$ cat src/rtl/mem_arbiter.sv
// Sequencer and arbiter for the shared program/data BRAM: LOAD / RUN / HALTED
// phases, round-robin CPU/host arbitration in RUN, and tagged read return.
module mem_arbiter #(
    parameter int AW     = 8,
    parameter int DW     = 16,
    parameter int RD_LAT = 1
) (
    input  logic          clk,
    input  logic          rst,
    input  logic          cpu_req,
    input  logic          cpu_we,
    input  logic [AW-1:0] cpu_addr,
    input  logic [DW-1:0] cpu_wdata,
    output logic          cpu_gnt,
    output logic          cpu_rvalid,
    output logic [DW-1:0] cpu_rdata,
    input  logic          cpu_halt,
    output logic          cpu_run,
    input  logic          host_req,
    input  logic          host_we,
    input  logic [AW-1:0] host_addr,
    input  logic [DW-1:0] host_wdata,
    output logic          host_gnt,
    output logic          host_rvalid,
    output logic [DW-1:0] host_rdata,
    input  logic          host_start,
    output logic [AW-1:0] mem_addr,
    output logic [DW-1:0] mem_din,
    output logic          mem_we,
    input  logic [DW-1:0] mem_dout,
    output logic [1:0]    state,
    output logic [15:0]   run_cycles
);

    // state   | meaning
    // S_LOAD  | host loads program, CPU held in reset
    // S_RUN   | CPU executes, host interleaved round-robin
    // S_HALTED| CPU held again, host reads results
    typedef enum logic [1:0] {
        S_LOAD   = 2'd0,
        S_RUN    = 2'd1,
        S_HALTED = 2'd2
    } state_t;

    state_t state_q, state_d;
    logic   run_q;
    logic   last_cpu_q;
    logic [AW-1:0] addr_q;
    logic [DW-1:0] din_q;
    logic [RD_LAT-1:0] pipe_vld_q;
    logic [RD_LAT-1:0] pipe_cpu_q;
    logic [DW-1:0] cpu_rdata_q;
    logic [DW-1:0] host_rdata_q;
    logic [15:0]   run_cycles_q;

    logic cpu_eff, host_eff, any_gnt, rd_push;

    always_ff @(posedge clk or posedge rst) begin
        if (rst) begin
            state_q <= S_LOAD;
            run_q   <= 1'b0;
        end else begin
            state_q <= state_d;
            run_q   <= (state_d == S_RUN);
        end
    end

    // halt takes priority over start because start is not looked at in RUN
    always_comb begin
        state_d = state_q;
        case (state_q)
            S_LOAD:   if (host_start) state_d = S_RUN;
            S_RUN:    if (cpu_halt)   state_d = S_HALTED;
            S_HALTED: if (host_start) state_d = S_RUN;
            default:  state_d = S_LOAD;
        endcase
    end

    assign state   = state_q;
    assign cpu_run = run_q;

    // grants are forced low while reset is asserted
    assign cpu_eff  = cpu_req && (state_q == S_RUN) && !rst;
    assign host_eff = host_req && !rst;
    assign cpu_gnt  = cpu_eff && (!host_eff || !last_cpu_q);
    assign host_gnt = host_eff && !cpu_gnt;
    assign any_gnt  = cpu_gnt || host_gnt;

    always_comb begin
        mem_addr = addr_q;
        mem_din  = din_q;
        if (cpu_gnt) begin
            mem_addr = cpu_addr;
            mem_din  = cpu_wdata;
        end else if (host_gnt) begin
            mem_addr = host_addr;
            mem_din  = host_wdata;
        end
    end

    assign mem_we  = (cpu_gnt && cpu_we) || (host_gnt && host_we);
    assign rd_push = (cpu_gnt && !cpu_we) || (host_gnt && !host_we);

    always_ff @(posedge clk or posedge rst) begin
        if (rst) begin
            addr_q     <= '0;
            din_q      <= '0;
            last_cpu_q <= 1'b0;
        end else if (any_gnt) begin
            addr_q     <= mem_addr;
            din_q      <= mem_din;
            last_cpu_q <= cpu_gnt;
        end
    end

    // owner-tag pipeline lines up with the BRAM read latency
    always_ff @(posedge clk or posedge rst) begin
        if (rst) begin
            pipe_vld_q <= '0;
            pipe_cpu_q <= '0;
        end else begin
            for (int i = RD_LAT - 1; i > 0; i--) begin
                pipe_vld_q[i] <= pipe_vld_q[i-1];
                pipe_cpu_q[i] <= pipe_cpu_q[i-1];
            end
            pipe_vld_q[0] <= rd_push;
            pipe_cpu_q[0] <= cpu_gnt;
        end
    end

    assign cpu_rvalid  = pipe_vld_q[RD_LAT-1] && pipe_cpu_q[RD_LAT-1];
    assign host_rvalid = pipe_vld_q[RD_LAT-1] && !pipe_cpu_q[RD_LAT-1];
    assign cpu_rdata   = cpu_rvalid  ? mem_dout : cpu_rdata_q;
    assign host_rdata  = host_rvalid ? mem_dout : host_rdata_q;

    always_ff @(posedge clk or posedge rst) begin
        if (rst) begin
            cpu_rdata_q  <= '0;
            host_rdata_q <= '0;
        end else begin
            cpu_rdata_q  <= cpu_rdata;
            host_rdata_q <= host_rdata;
        end
    end

    always_ff @(posedge clk or posedge rst) begin
        if (rst) begin
            run_cycles_q <= '0;
        end else if (state_q != S_RUN && state_d == S_RUN) begin
            run_cycles_q <= '0;
        end else if (state_q == S_RUN && run_cycles_q != 16'hFFFF) begin
            run_cycles_q <= run_cycles_q + 16'd1;
        end
    end

    assign run_cycles = run_cycles_q;

endmodule

$ cat config.mk
export PLATFORM = sky130hd
export DESIGN_NAME = mem_arbiter
export DESIGN_NICKNAME = d
export VERILOG_FILES = /design/src/rtl/mem_arbiter.sv
export SDC_FILE = /design/constraint.sdc
export NUM_CORES = 1
export LEC_CHECK = 0
export BUFFER_PORTS_ARGS = -buffer_cell sky130_fd_sc_hd__buf_2
export CAP_MARGIN = 20
export CORE_MARGIN = 10
export CORE_UTILIZATION = 42
export DETAILED_ROUTE_END_ITERATION = 10
export PLACE_DENSITY = 0.76
export SYNTH_ARGS = -nofsm -noshare
export SYNTH_HDL_FRONTEND = slang
export SYNTH_SLANG_ARGS = --single-unit
$ cat constraint.sdc
create_clock -name clk -period 3.4 [get_ports clk]
set_input_delay 0.17 -clock clk [delete_from_list [all_inputs] [get_ports clk]]
set_output_delay 0.17 -clock clk [all_outputs]
set_load 0.02 [all_outputs]
==> flow_summary_export.csv, run 1 <==
group,metric,value,unit
status,outcome,"complete, no violations",
route,drc_errors,0,
grt,antenna_found_initial,0,
clock_network,cts_post_setup_buffers_inserted,0,
yosys,netlist_instances,321,
timing,final_hold_viol_count,0,
clock_network,ctsLongestPathBuffers,2,
route,dr_total_vias,2983,
route,drt_pre_antenna_iters,4,
clock_network,post_cts_resize_count,0,
floorplanning,floorplan.core_area,7810,µm²
timing,worst-slew-pin-transition,1.03,ns
timing,totalNegativeSetupSlack,0,ns
place,hpwlAfterDp,7540,µm
place,port_buffers,151,
yosys,synth_area_leaders,"sky130_fd_sc_hd__dfrtp_1 58%, sky130_fd_sc_hd__mux2_2 11%, sky130_fd_sc_hd__nor2_1 8.2%",
floorplanning,core.rowCount,32,
grt,grt_pass1_vias,3008,
timing,fin_crit,2.59,ns
timing,worst_slew_margin_rel,0.314,
yosys,yosys.area.top_type,"sky130_fd_sc_hd__dfrtp_1",
worst_setup_path,crit_required,3.23,ns
layout,final-instance-count-excl-fill,584,
place,numPlacedInstances,567,
flow_run,maxCapViolations,0,
yosys,synth.cells.most_frequent,"78 x sky130_fd_sc_hd__dfrtp_1, 74 x sky130_fd_sc_hd__nor2_1, 32 x sky130_fd_sc_hd__mux2_2, 24 x sky130_fd_sc_hd__o22ai_1, 13 x sky130_fd_sc_hd__nand2_1",
yosys,most_repeated_cell_in_the_gate_level_netlist_after_synthesis,"sky130_fd_sc_hd__dfrtp_1",
yosys,yosys.area.top_type_share,0.576,
floorplanning,effective_utilization_at_floorplan,0.434,
layout,layout_overhead_on_the_synthesized_area,32.5,%
clock_network,clkTransAtPathRegs,0.08,ns
grt,grt_max_degree,80,
yosys,synth_edf_count,0,
timing,timing.final.max_slew_violations,0,
clock_network,tritoncts.num_buffers,9,
layout,utilization,0.575,
worst_setup_path,timing.critical_path.from_type,"flop",
yosys,synth_cell_type_count,35,
clock_network,ctsHtreeMaxLevel,3,
yosys,synth_seq_cells,78,
route,avgRoutedWirePerCell,17.0,µm
timing,postLayoutSetupSlackWorst,0.813,ns
clock_network,cts_tree,"done",
worst_setup_path,end_kind,"output port",
clock_network,clock-sinks,78,
route,routed_wirelength,9950,µm
yosys,synth-async-reset-ratio,1.00,
floorplanning,pin_count,152,
floorplanning,floorplan.die_area,12100,µm²
layout,antenna_cells,0,
timing,post-route-period-util,0.761,
yosys,synth_nets,394,
timing,grt_setup_unrepaired,"false",
timing,final_setup_violation_count,0,
floorplanning,fp.dieH,110,µm
place,minimum_setup_slack_after_placement,1.19,ns
grt,grt_usage,0.159,
route,postRouteAntennaNets,0,
power_and_ir_drop,vdd_drop_max,310,µV
layout,finalNetCount,550,
clock_network,holdBufCountCts,0,
place,place_congestion,0.829,
yosys,synthesis.area_per_instance,10.6,µm²
timing,fmax,0.387,GHz
route,avgViaCountPerCell,5.11,
timing,final.setup_skew,0.00997,ns
min_path,hold_path_class,"input pin to async pin",
worst_setup_path,worst_ep_arrival_time,2.42,ns
power_and_ir_drop,leakage,2.13,nW
floorplanning,die_width,110,µm
power_and_ir_drop,power-per-cell-area,662,nW/µm²
yosys,netlist_area,3390,µm²
yosys,synth_ff_type,"sky130_fd_sc_hd__dfrtp_1",
route,drt_first_iter_violations,149,
grt,global_route_wire_length_before_repair,15200,µm
clock_network,cts.root.buffer_cell,"sky130_fd_sc_hd__clkbuf_8",
yosys,ys_warn_count,0,
clock_network,clock_latency,0.35,ns
worst_setup_path,setup.worst_path.class,"flop to output port",
yosys,ys_seq_area_frac,0.576,
worst_setup_path,critical_path.max_fanout,15,
layout,final_layout_size_suffix_gt1_frac,0.436,
grt,grt-ovfl-total,0,
## through the flow
step | power (mW) | hold slack (ns) | instance area (µm²)
5_1_grt | 3.16 | 0.0249 | 4490
3_3_place_gp | 2.29 | 0.398 | 4280
3_5_place_dp | 2.33 | 0.409 | 4280
4_1_cts | 3.01 | 0.0311 | 4470
2_1_floorplan | 1.93 | 0.282 | 3390
6_report | 2.98 | 0.00582 | 4490
## kinds of logic after synthesis
family	synth area share
and+or+nand+nor	0.172
DFF	0.576
AOI/OAI and AO/OA	0.114
muxes	0.109
buffers and inverters	0.0258
adders and majority gates	0.00369
## layout by cell type (no fill, tap or decap), drive strengths merged, types with 2 or more instances in the layout
master and n:
nand2 13, or4 7, o21ai 7, o22ai 24, nand3b 2, o211ai 5, nand4 4, buf 158
nand3 6, inv 9, o31ai 7, nand2b 2, nor2b 4, nor2 74, o41ai 2, clkbuf 11
dfrtp 78, clkinvlp 2, or3 4, clkinv 3, nor3 5, a21oi 10, o311ai 2, mux2 32
## worst max-delay path: stages, from the launching register on
cell	delay, ns
sky130_fd_sc_hd__dfrtp_1	0.46
sky130_fd_sc_hd__nor2b_1	0.20
sky130_fd_sc_hd__nand4_1	0.53
sky130_fd_sc_hd__buf_4	0.42
sky130_fd_sc_hd__o22ai_1	0.23
sky130_fd_sc_hd__nor2_1	0.07
sky130_fd_sc_hd__buf_2	0.16
## power breakdown
group / internal [mW] / switching (mW)
Combinational: 0.385 / 0.667
Sequential: 1.16 / 0.0908
Clock: 0.341 / 0.334
## routing by layer
metal,vias to the layer above,GRT usage,share of wire
met3,13,0.0614,0.099
met4,0,0.0474,0.012
met2,116,0.252,0.47
met5,-,0,0
met1,1398,0.197,0.42
li1,1456,-,-
## registers in the layout, summed over array words and instances, names as in the netlist
signal / cells
last_cpu_q: 1
host_rdata_q: 16
pipe_cpu_q: 1
cpu_run: 1
din_q: 16
run_cycles: 16
cpu_rdata_q: 16
state: 2
addr_q: 8
pipe_vld_q: 1
## layout make-up
type	instances	area, µm²
clock buffer	11	131
clock inverter	5	60.1
fill	674	3320
inverter	10	41.3
multi-input combinational	220	1360
sequential	78	1950
tap	102	128
timing repair buffer	158	821
## path summary, 6_finish.rpt
check	from	to	slack [ns]	depth (start not counted)
setup / recovery	state[0]	mem_addr[7]	0.81	6
hold / removal	rst	host_rdata_q[8]	0.006	3
setup reg to reg	state[0]	addr_q[3]	1.36	5
hold reg to reg	cpu_rdata_q[0]	cpu_rdata_q[0]	0.50	1
max in group asynchronous	rst	addr_q[4]	2.81	4
min in group clk	cpu_we	pipe_vld_q	0.04	2
(Power assumes the default switching activity.)
==> inputs of run 2 (changes only) <==
--- a/config.mk
+++ b/config.mk
@@ -5,12 +5,13 @@
 export SDC_FILE = /design/constraint.sdc
 export NUM_CORES = 1
 export LEC_CHECK = 0
+export ABC_AREA = 1
 export BUFFER_PORTS_ARGS = -buffer_cell sky130_fd_sc_hd__buf_2
 export CAP_MARGIN = 20
 export CORE_MARGIN = 10
-export CORE_UTILIZATION = 42
+export CORE_UTILIZATION = 48
 export DETAILED_ROUTE_END_ITERATION = 10
-export PLACE_DENSITY = 0.76
+export PLACE_DENSITY = 0.81
 export SYNTH_ARGS = -nofsm -noshare
 export SYNTH_HDL_FRONTEND = slang
 export SYNTH_SLANG_ARGS = --single-unit
==> constraint.sdc (replaced) <==
create_clock -name clk -period 2.4 [get_ports clk]
set_input_delay 0.12 -clock clk [delete_from_list [all_inputs] [get_ports clk]]
set_output_delay 0.12 -clock clk [all_outputs]
set_load 0.02 [all_outputs]
==> run 2 against run 1 <==
Net effect:
- synthesized area grew 7.5%
- setup slack worse by 0.53 ns
- utilization is 8.1 points higher
==> flow_summary_export.csv, run 2 <==
group,metric,value,unit
grt,grt_pass1_vias,3669,
layout,layout.cells.most_common,"sky130_fd_sc_hd__nand2_1",
worst_setup_path,critical_path.max_fanout,28,
yosys,largest_family_of_logic_cells_by_synthesized_area,"simple AND/OR/NAND/NOR gates",
clock_network,cts_tree,"done",
yosys,synth_xor_area_frac,0.0120,
yosys,synth-async-reset-ratio,1.00,
yosys,synthesis.area_per_instance,8.01,µm²
yosys,yosys.area.top_type_share,0.536,
layout,finalNetCount,691,
flow_run,maxCapViolations,0,
floorplanning,effective_utilization_at_floorplan,0.497,
place,numPlacedInstances,695,
yosys,ys_seq_area_frac,0.536,
timing,fin_crit,2.11,ns
timing,fmax,0.473,GHz
timing,worst-slew-pin-transition,0.955,ns
timing,post-route-period-util,0.880,
route,postRouteAntennaNets,0,
clock_network,ctsHtreeMaxLevel,3,
min_path,hold_path_class,"input pin to flop",
timing,timing.final.max_slew_violations,0,
yosys,synth_cell_type_count,26,
route,avgViaCountPerCell,4.95,
grt,global_route_wire_length_before_repair,16600,µm
yosys,synth_edf_count,0,
yosys,most_repeated_cell_in_the_gate_level_netlist_after_synthesis,"sky130_fd_sc_hd__nand2_1",
route,drc_errors,0,
timing,totalNegativeSetupSlack,0,ns
floorplanning,pin_count,152,
yosys,netlist_area,3640,µm²
power_and_ir_drop,vdd_drop_max,576,µV
clock_network,clock-sinks,78,
floorplanning,floorplan.core_area,7330,µm²
grt,grt_max_degree,79,
route,dr_total_vias,3572,
yosys,synth.cells.most_frequent,"170 x sky130_fd_sc_hd__nand2_1, 78 x sky130_fd_sc_hd__dfrtp_1, 56 x sky130_fd_sc_hd__nand3_1, 37 x sky130_fd_sc_hd__o21ai_0, 33 x sky130_fd_sc_hd__inv_1",
place,place_congestion,0.866,
floorplanning,core.rowCount,31,
route,routed_wirelength,10200,µm
floorplanning,fp.dieH,107,µm
layout,antenna_cells,0,
power_and_ir_drop,pwr-share-clk,0.184,
worst_setup_path,cp_num_buf_inv,4,
power_and_ir_drop,comb_power_share,0.444,
status,outcome,"complete, no violations",
layout,layout_overhead_on_the_synthesized_area,32.1,%
worst_setup_path,setup.worst_path.class,"flop to flop",
timing,worst_slew_margin_rel,0.364,
yosys,synth_seq_cells,78,
power_and_ir_drop,power_switching,2.24,mW
clock_network,cts.root.buffer_cell,"sky130_fd_sc_hd__clkbuf_8",
layout,final-instance-count-excl-fill,722,
yosys,synthMuxAreaShare,0,
yosys,synth_simple_gate_area_share,0.321,
route,drt_pre_antenna_iters,4,
floorplanning,die_width,107,µm
power_and_ir_drop,post-layout-total-power,5.29,mW
place,dpl-instance-area,4500,µm²
clock_network,ctsLongestPathBuffers,2,
clock_network,tritoncts.num_buffers,9,
route,avgRoutedWirePerCell,14.2,µm
yosys,ys_warn_count,0,
worst_setup_path,worst_ep_arrival_time,2.32,ns
power_and_ir_drop,pwr-share-seq,0.372,
timing,fin_worst_hold_slack,0.0121,ns
floorplanning,floorplan.die_area,11500,µm²
timing,final_hold_viol_count,0,
clock_network,holdBufCountCts,11,
power_and_ir_drop,leakage,2.67,nW
layout,final_cell_mix,"170 x sky130_fd_sc_hd__nand2_1, 151 x sky130_fd_sc_hd__buf_2, 78 x sky130_fd_sc_hd__dfrtp_1",
worst_setup_path,crit_path_top_delay_cell,"sky130_fd_sc_hd__dlygate4sd3_1",
layout,final_layout_size_suffix_gt1_frac,0.295,
yosys,synth_nets,528,
clock_network,post_cts_resize_count,0,
worst_setup_path,critical_path_cell_list,"inv_2 > nor2_4 > nand3_2 > a21oi_4 > buf_4 > inv_1 > nand2_1 > o22ai_1 > dlygate4sd3_1",
power_and_ir_drop,power_switching_share,0.423,
clock_network,clkTransAtPathRegs,0.08,ns
yosys,netlist_instances,455,
grt,grt_usage,0.176,
place,hpwlAfterDp,7790,µm
power_and_ir_drop,power-per-cell-area,1100,nW/µm²
yosys,synth_compound_gate_area_share,0.0718,
yosys,synth_area_leaders,"sky130_fd_sc_hd__dfrtp_1 54%, sky130_fd_sc_hd__nand2_1 18%, sky130_fd_sc_hd__nand3_1 7.7%",
worst_setup_path,end_kind,"flop",
worst_setup_path,timing.critical_path.from_type,"flop",
route,drt_first_iter_violations,181,
worst_setup_path,critical-path-max-stage-delay,0.55,ns
yosys,yosys.area.top_type,"sky130_fd_sc_hd__dfrtp_1",
power_and_ir_drop,cell_internal_pwr,3.05,mW
timing,grt_setup_unrepaired,"false",
clock_network,cts_post_setup_buffers_inserted,0,
grt,grt-ovfl-total,0,
timing,final.setup_skew,0.00908,ns
timing,final_setup_violation_count,0,
yosys,synth_fa_ha_area_frac,0.00343,
worst_setup_path,critPathTopFamily,"buffers and inverters",
worst_setup_path,crit_required,2.61,ns
layout,fin_area,4810,µm²
clock_network,clock_latency,0.33,ns
yosys,synth_ff_type,"sky130_fd_sc_hd__dfrtp_1",
place,port_buffers,151,
grt,antenna_found_initial,0,
[run 2: cell count changes in the layout (fill, tap and decap cells not counted), sizes merged, moves of 9 or more]
cell,delta
a21oi,-9
dlygate4sd3,+11
inv,+25
mux2,-32
nand2,+159
nand3,+51
nand4,+9
nor2,-42
o21ai,+31
o22ai,-23
[run 2: metal layers]
| metal | vias up | routed length (µm) | track usage |
|---|---|---|---|
| met5 | - | 0 | 0 |
| met4 | 0 | 149 | 0.0542 |
| met3 | 14 | 747 | 0.0623 |
| met2 | 129 | 5070 | 0.297 |
| met1 | 1629 | 4280 | 0.204 |
| li1 | 1800 | - | - |
[run 2: worst register-to-register path, stage by stage (launching register included)]
cell                            delay (ns)
sky130_fd_sc_hd__dfrtp_1              0.41
sky130_fd_sc_hd__inv_2                0.07
sky130_fd_sc_hd__nor2_4               0.13
sky130_fd_sc_hd__nand3_2              0.11
sky130_fd_sc_hd__a21oi_4              0.17
sky130_fd_sc_hd__buf_4                0.30
sky130_fd_sc_hd__inv_1                0.12
sky130_fd_sc_hd__nand2_1              0.07
sky130_fd_sc_hd__o22ai_1              0.06
sky130_fd_sc_hd__dlygate4sd3_1        0.55
[run 2: area by class of cell]
type                            instances  area, µm²
Fill cell                             626       2520
Sequential cell                        78       1950
Multi-Input combinational cell        326       1490
Timing Repair Buffer                  167        903
Clock buffer                           13        159
Inverter                               36        140
Tap cell                               99        124
Clock inverter                          3       42.5
[run 2: worst paths after layout]
check / start / end / slack (ns) / cells after the start
setup / recovery: state[0] / pipe_vld_q / 0.29 / 9
hold / removal: host_wdata[7] / din_q[7] / 0.01 / 3
setup reg to reg: state[0] / pipe_vld_q / 0.29 / 9
hold reg to reg: cpu_rdata_q[0] / cpu_rdata_q[0] / 0.50 / 2
max in group asynchronous: rst / host_rdata_q[0] / 1.64 / 3
min in group asynchronous: rst / last_cpu_q / 0.14 / 3
[run 2: power groups by stage]
| stage | Sequential [mW] | Clock (mW) | Combinational [mW] |
|---|---|---|---|
| global placement | 1.97 | 0 | 2.29 |
| finish | 1.97 | 0.975 | 2.35 |
| floorplan | 2.02 | 0 | 1.50 |
| detailed placement | 1.99 | 0 | 2.36 |
| global route | 2.02 | 1.07 | 2.57 |
| CTS | 1.97 | 1.01 | 2.38 |
[run 2: cells by family after synthesis]
| group | after synthesis |
|---|---|
| and+or+nand+nor | 275 |
| xor gates and xnor gates | 5 |
| AOI/OAI and AO/OA | 45 |
| DFF | 78 |
| adders and majority gates | 1 |
| buffers and inverters | 51 |
[run 2: per-stage QoR]
stage          utilization  setup slack (ns)
6_report             0.656             0.287
5_1_grt              0.656             0.141
4_1_cts              0.656             0.275
3_5_place_dp         0.614             0.626
3_3_place_gp         0.614             0.714
2_1_floorplan            -            0.0164
==> inputs of run 3 (changes only) <==
--- a/config.mk
+++ b/config.mk
@@ -12,6 +12,7 @@
 export CORE_UTILIZATION = 48
 export DETAILED_ROUTE_END_ITERATION = 10
 export PLACE_DENSITY = 0.81
+export RECOVER_POWER = 50
 export SYNTH_ARGS = -nofsm -noshare
 export SYNTH_HDL_FRONTEND = slang
 export SYNTH_SLANG_ARGS = --single-unit
==> run 3 against run 2 <==
Net effect:
- register-to-register slack about the same
- count of clock-buffer cells in the layout unchanged
- global-route usage unchanged
- flip-flop and latch count stayed put
- first-iteration DRC count decreased by 8.3%
- the run now ends with capacitance limit, slew limit left
==> flow_summary_export.csv, run 3 (synthesis results as in run 2) <==
group,metric,value,unit
worst_setup_path,worst_r2r_endpoint,"pipe_vld_q",
clock_network,tritoncts.num_buffers,9,
route,drc_errors,0,
grt,groute.layer.met2.usage,0.297,
layout,final-instance-count-excl-fill,722,
flow_run,maxCapViolations,1,
timing,post-route-period-util,0.880,
place,place_congestion,0.866,
worst_setup_path,end_kind,"flop",
worst_setup_path,critical-path-max-stage-delay,0.55,ns
floorplanning,die_width,107,µm
floorplanning,pin_count,152,
min_path,hold_path_class,"input pin to flop",
layout,final_layout_size_suffix_gt1_frac,0.263,
layout,utilization,0.652,
route,postRouteAntennaNets,0,
layout,layout_overhead_on_the_synthesized_area,31.3,%
route,routed_wirelength,10200,µm
worst_setup_path,critical_path.max_fanout,28,
power_and_ir_drop,leakage,2.59,nW
timing,final_hold_viol_count,0,
layout,final_cell_mix,"170 x sky130_fd_sc_hd__nand2_1, 131 x sky130_fd_sc_hd__buf_2, 78 x sky130_fd_sc_hd__dfrtp_1",
worst_setup_path,setup.reg_to_reg.worst_slack,0.29,ns
layout,fin_area,4780,µm²
status,outcome,"finished with violations",
worst_setup_path,critPathLaunch,"state[0]",
place,numPlacedInstances,695,
worst_setup_path,timing.critical_path.from_type,"flop",
floorplanning,effective_utilization_at_floorplan,0.497,
grt,grt-ovfl-total,0,
layout,layout.cells.most_common,"sky130_fd_sc_hd__nand2_1",
worst_setup_path,worst_ep_arrival_time,2.32,ns
place,hpwlAfterDp,7790,µm
grt,antenna_found_initial,0,
worst_setup_path,critical_path_cell_list,"inv_2 > nor2_4 > nand3_2 > a21oi_4 > buf_4 > inv_1 > nand2_1 > o22ai_1 > dlygate4sd3_1",
clock_network,clock_latency,0.33,ns
layout,finalNetCount,691,
clock_network,clock-sinks,78,
timing,fin_crit,2.11,ns
worst_setup_path,worst_setup_path_endpoint,"pipe_vld_q",
layout,antenna_cells,0,
worst_setup_path,crit_required,2.61,ns
floorplanning,floorplan.core_area,7330,µm²
place,dpl-instance-area,4500,µm²
floorplanning,floorplan.die_area,11500,µm²
route,drt_first_iter_violations,166,
power_and_ir_drop,vdd_drop_max,554,µV
floorplanning,fp.dieH,107,µm
clock_network,cts.root.buffer_cell,"sky130_fd_sc_hd__clkbuf_8",
power_and_ir_drop,power-per-cell-area,1100,nW/µm²
grt,grt_pass1_vias,3669,
clock_network,post_cts_resize_count,0,
clock_network,ctsLongestPathBuffers,2,
timing,final_setup_violation_count,0,
clock_network,cts_tree,"done",
floorplanning,core.rowCount,31,
worst_setup_path,critPathTopFamily,"buffers and inverters",
clock_network,clkTransAtPathRegs,0.08,ns
grt,grt_max_degree,79,
timing,totalNegativeSetupSlack,0,ns
grt,grt_busiest_layer,"met2",
status,failed_checks,"capacitance limit, slew limit",
worst_setup_path,worstSetupPathDepth,9,
grt,grt_usage,0.176,
timing,final.setup_skew,0.00857,ns
timing,worst_slew_margin_rel,-0.247,
timing,timing.final.max_slew_violations,79,
grt,gr-usage-met3,0.0623,
grt,global_route_wire_length_before_repair,16600,µm
timing,worst-slew-pin-transition,1.87,ns
route,avgRoutedWirePerCell,14.2,µm
worst_setup_path,setup.worst_path.class,"flop to flop",
route,dr_total_vias,3587,
worst_setup_path,crit_path_top_delay_cell,"sky130_fd_sc_hd__dlygate4sd3_1",
timing,fmax,0.474,GHz
place,port_buffers,151,
grt,grtUsageMet1,0.204,
worst_setup_path,cp_num_buf_inv,4,
worst_setup_path,reg2regPathDepth,9,
clock_network,ctsHtreeMaxLevel,3,
worst_setup_path,critical_r2r_launch,"state[0]",
route,drt_pre_antenna_iters,4,
route,avgViaCountPerCell,4.97,
timing,grt_setup_unrepaired,"false",
## run 3: cell count changes in the layout (fill, tap and decap cells not counted)
| cell | previous run | this run |
|---|---|---|
| sky130_fd_sc_hd__buf_4 | 5 | 4 |
| sky130_fd_sc_hd__clkinvlp_4 | 2 | 1 |
| sky130_fd_sc_hd__clkinvlp_2 | 0 | 1 |
| sky130_fd_sc_hd__buf_2 | 151 | 131 |
| sky130_fd_sc_hd__clkbuf_1 | 2 | 22 |
| sky130_fd_sc_hd__clkbuf_2 | 0 | 1 |
## run 3: final cells by class
class / instances / area [µm²]
Tap cell: 99 / 124
Fill cell: 642 / 2550
Inverter: 36 / 138
Timing Repair Buffer: 167 / 876
Clock buffer: 13 / 159
Sequential cell: 78 / 1950
Clock inverter: 3 / 42.5
Multi-Input combinational cell: 326 / 1490
## run 3: power by group
group	internal (mW)	switching [mW]	leakage, nW
sequential	1.79	0.186	0.969
combinational	0.715	1.61	1.53
clock	0.537	0.440	0.0996
## run 3: how the worst min path moves through the flow
stage | start | end | slack, ns | depth (start not counted)
after floorplan | host_we | pipe_vld_q | 0.22 | 1
after CTS | host_addr[2] | addr_q[2] | 0.001 | 3
after detailed placement | host_we | pipe_vld_q | 0.34 | 2
after global placement | host_we | pipe_vld_q | 0.33 | 2
after global routing | host_wdata[12] | din_q[12] | 0.003 | 3
final | host_wdata[7] | din_q[7] | 0.01 | 3
## run 3: routing by layer
| metal | up-vias | wire length, µm |
|---|---|---|
| li1 | 1802 | - |
| met1 | 1631 | 4260 |
| met5 | - | 0 |
| met4 | 0 | 160 |
| met3 | 18 | 727 |
| met2 | 136 | 5070 |
## run 3: worst register-to-register path: stages (launching register included)
cell	delay (ns)
sky130_fd_sc_hd__dfrtp_1	0.41
sky130_fd_sc_hd__inv_2	0.07
sky130_fd_sc_hd__nor2_4	0.13
sky130_fd_sc_hd__nand3_2	0.11
sky130_fd_sc_hd__a21oi_4	0.17
sky130_fd_sc_hd__buf_4	0.30
sky130_fd_sc_hd__inv_1	0.12
sky130_fd_sc_hd__nand2_1	0.07
sky130_fd_sc_hd__o22ai_1	0.06
sky130_fd_sc_hd__dlygate4sd3_1	0.55
## run 3: repair_timing
| action | in CTS | in global routing |
|---|---|---|
| buffers inserted | 0 | 0 |
| hold buffers | 11 | 0 |
| hold endpoints to repair | 10 | 0 |
## run 3: stage by stage
stage	hold WS, ns	setup slack, ns	total power [mW]
global route	0.00268	0.137	5.65
detailed placement	0.342	0.626	4.35
floorplan	0.220	0.0164	3.52
CTS	0.00146	0.275	5.36
global placement	0.332	0.714	4.26
finish	0.0123	0.288	5.28
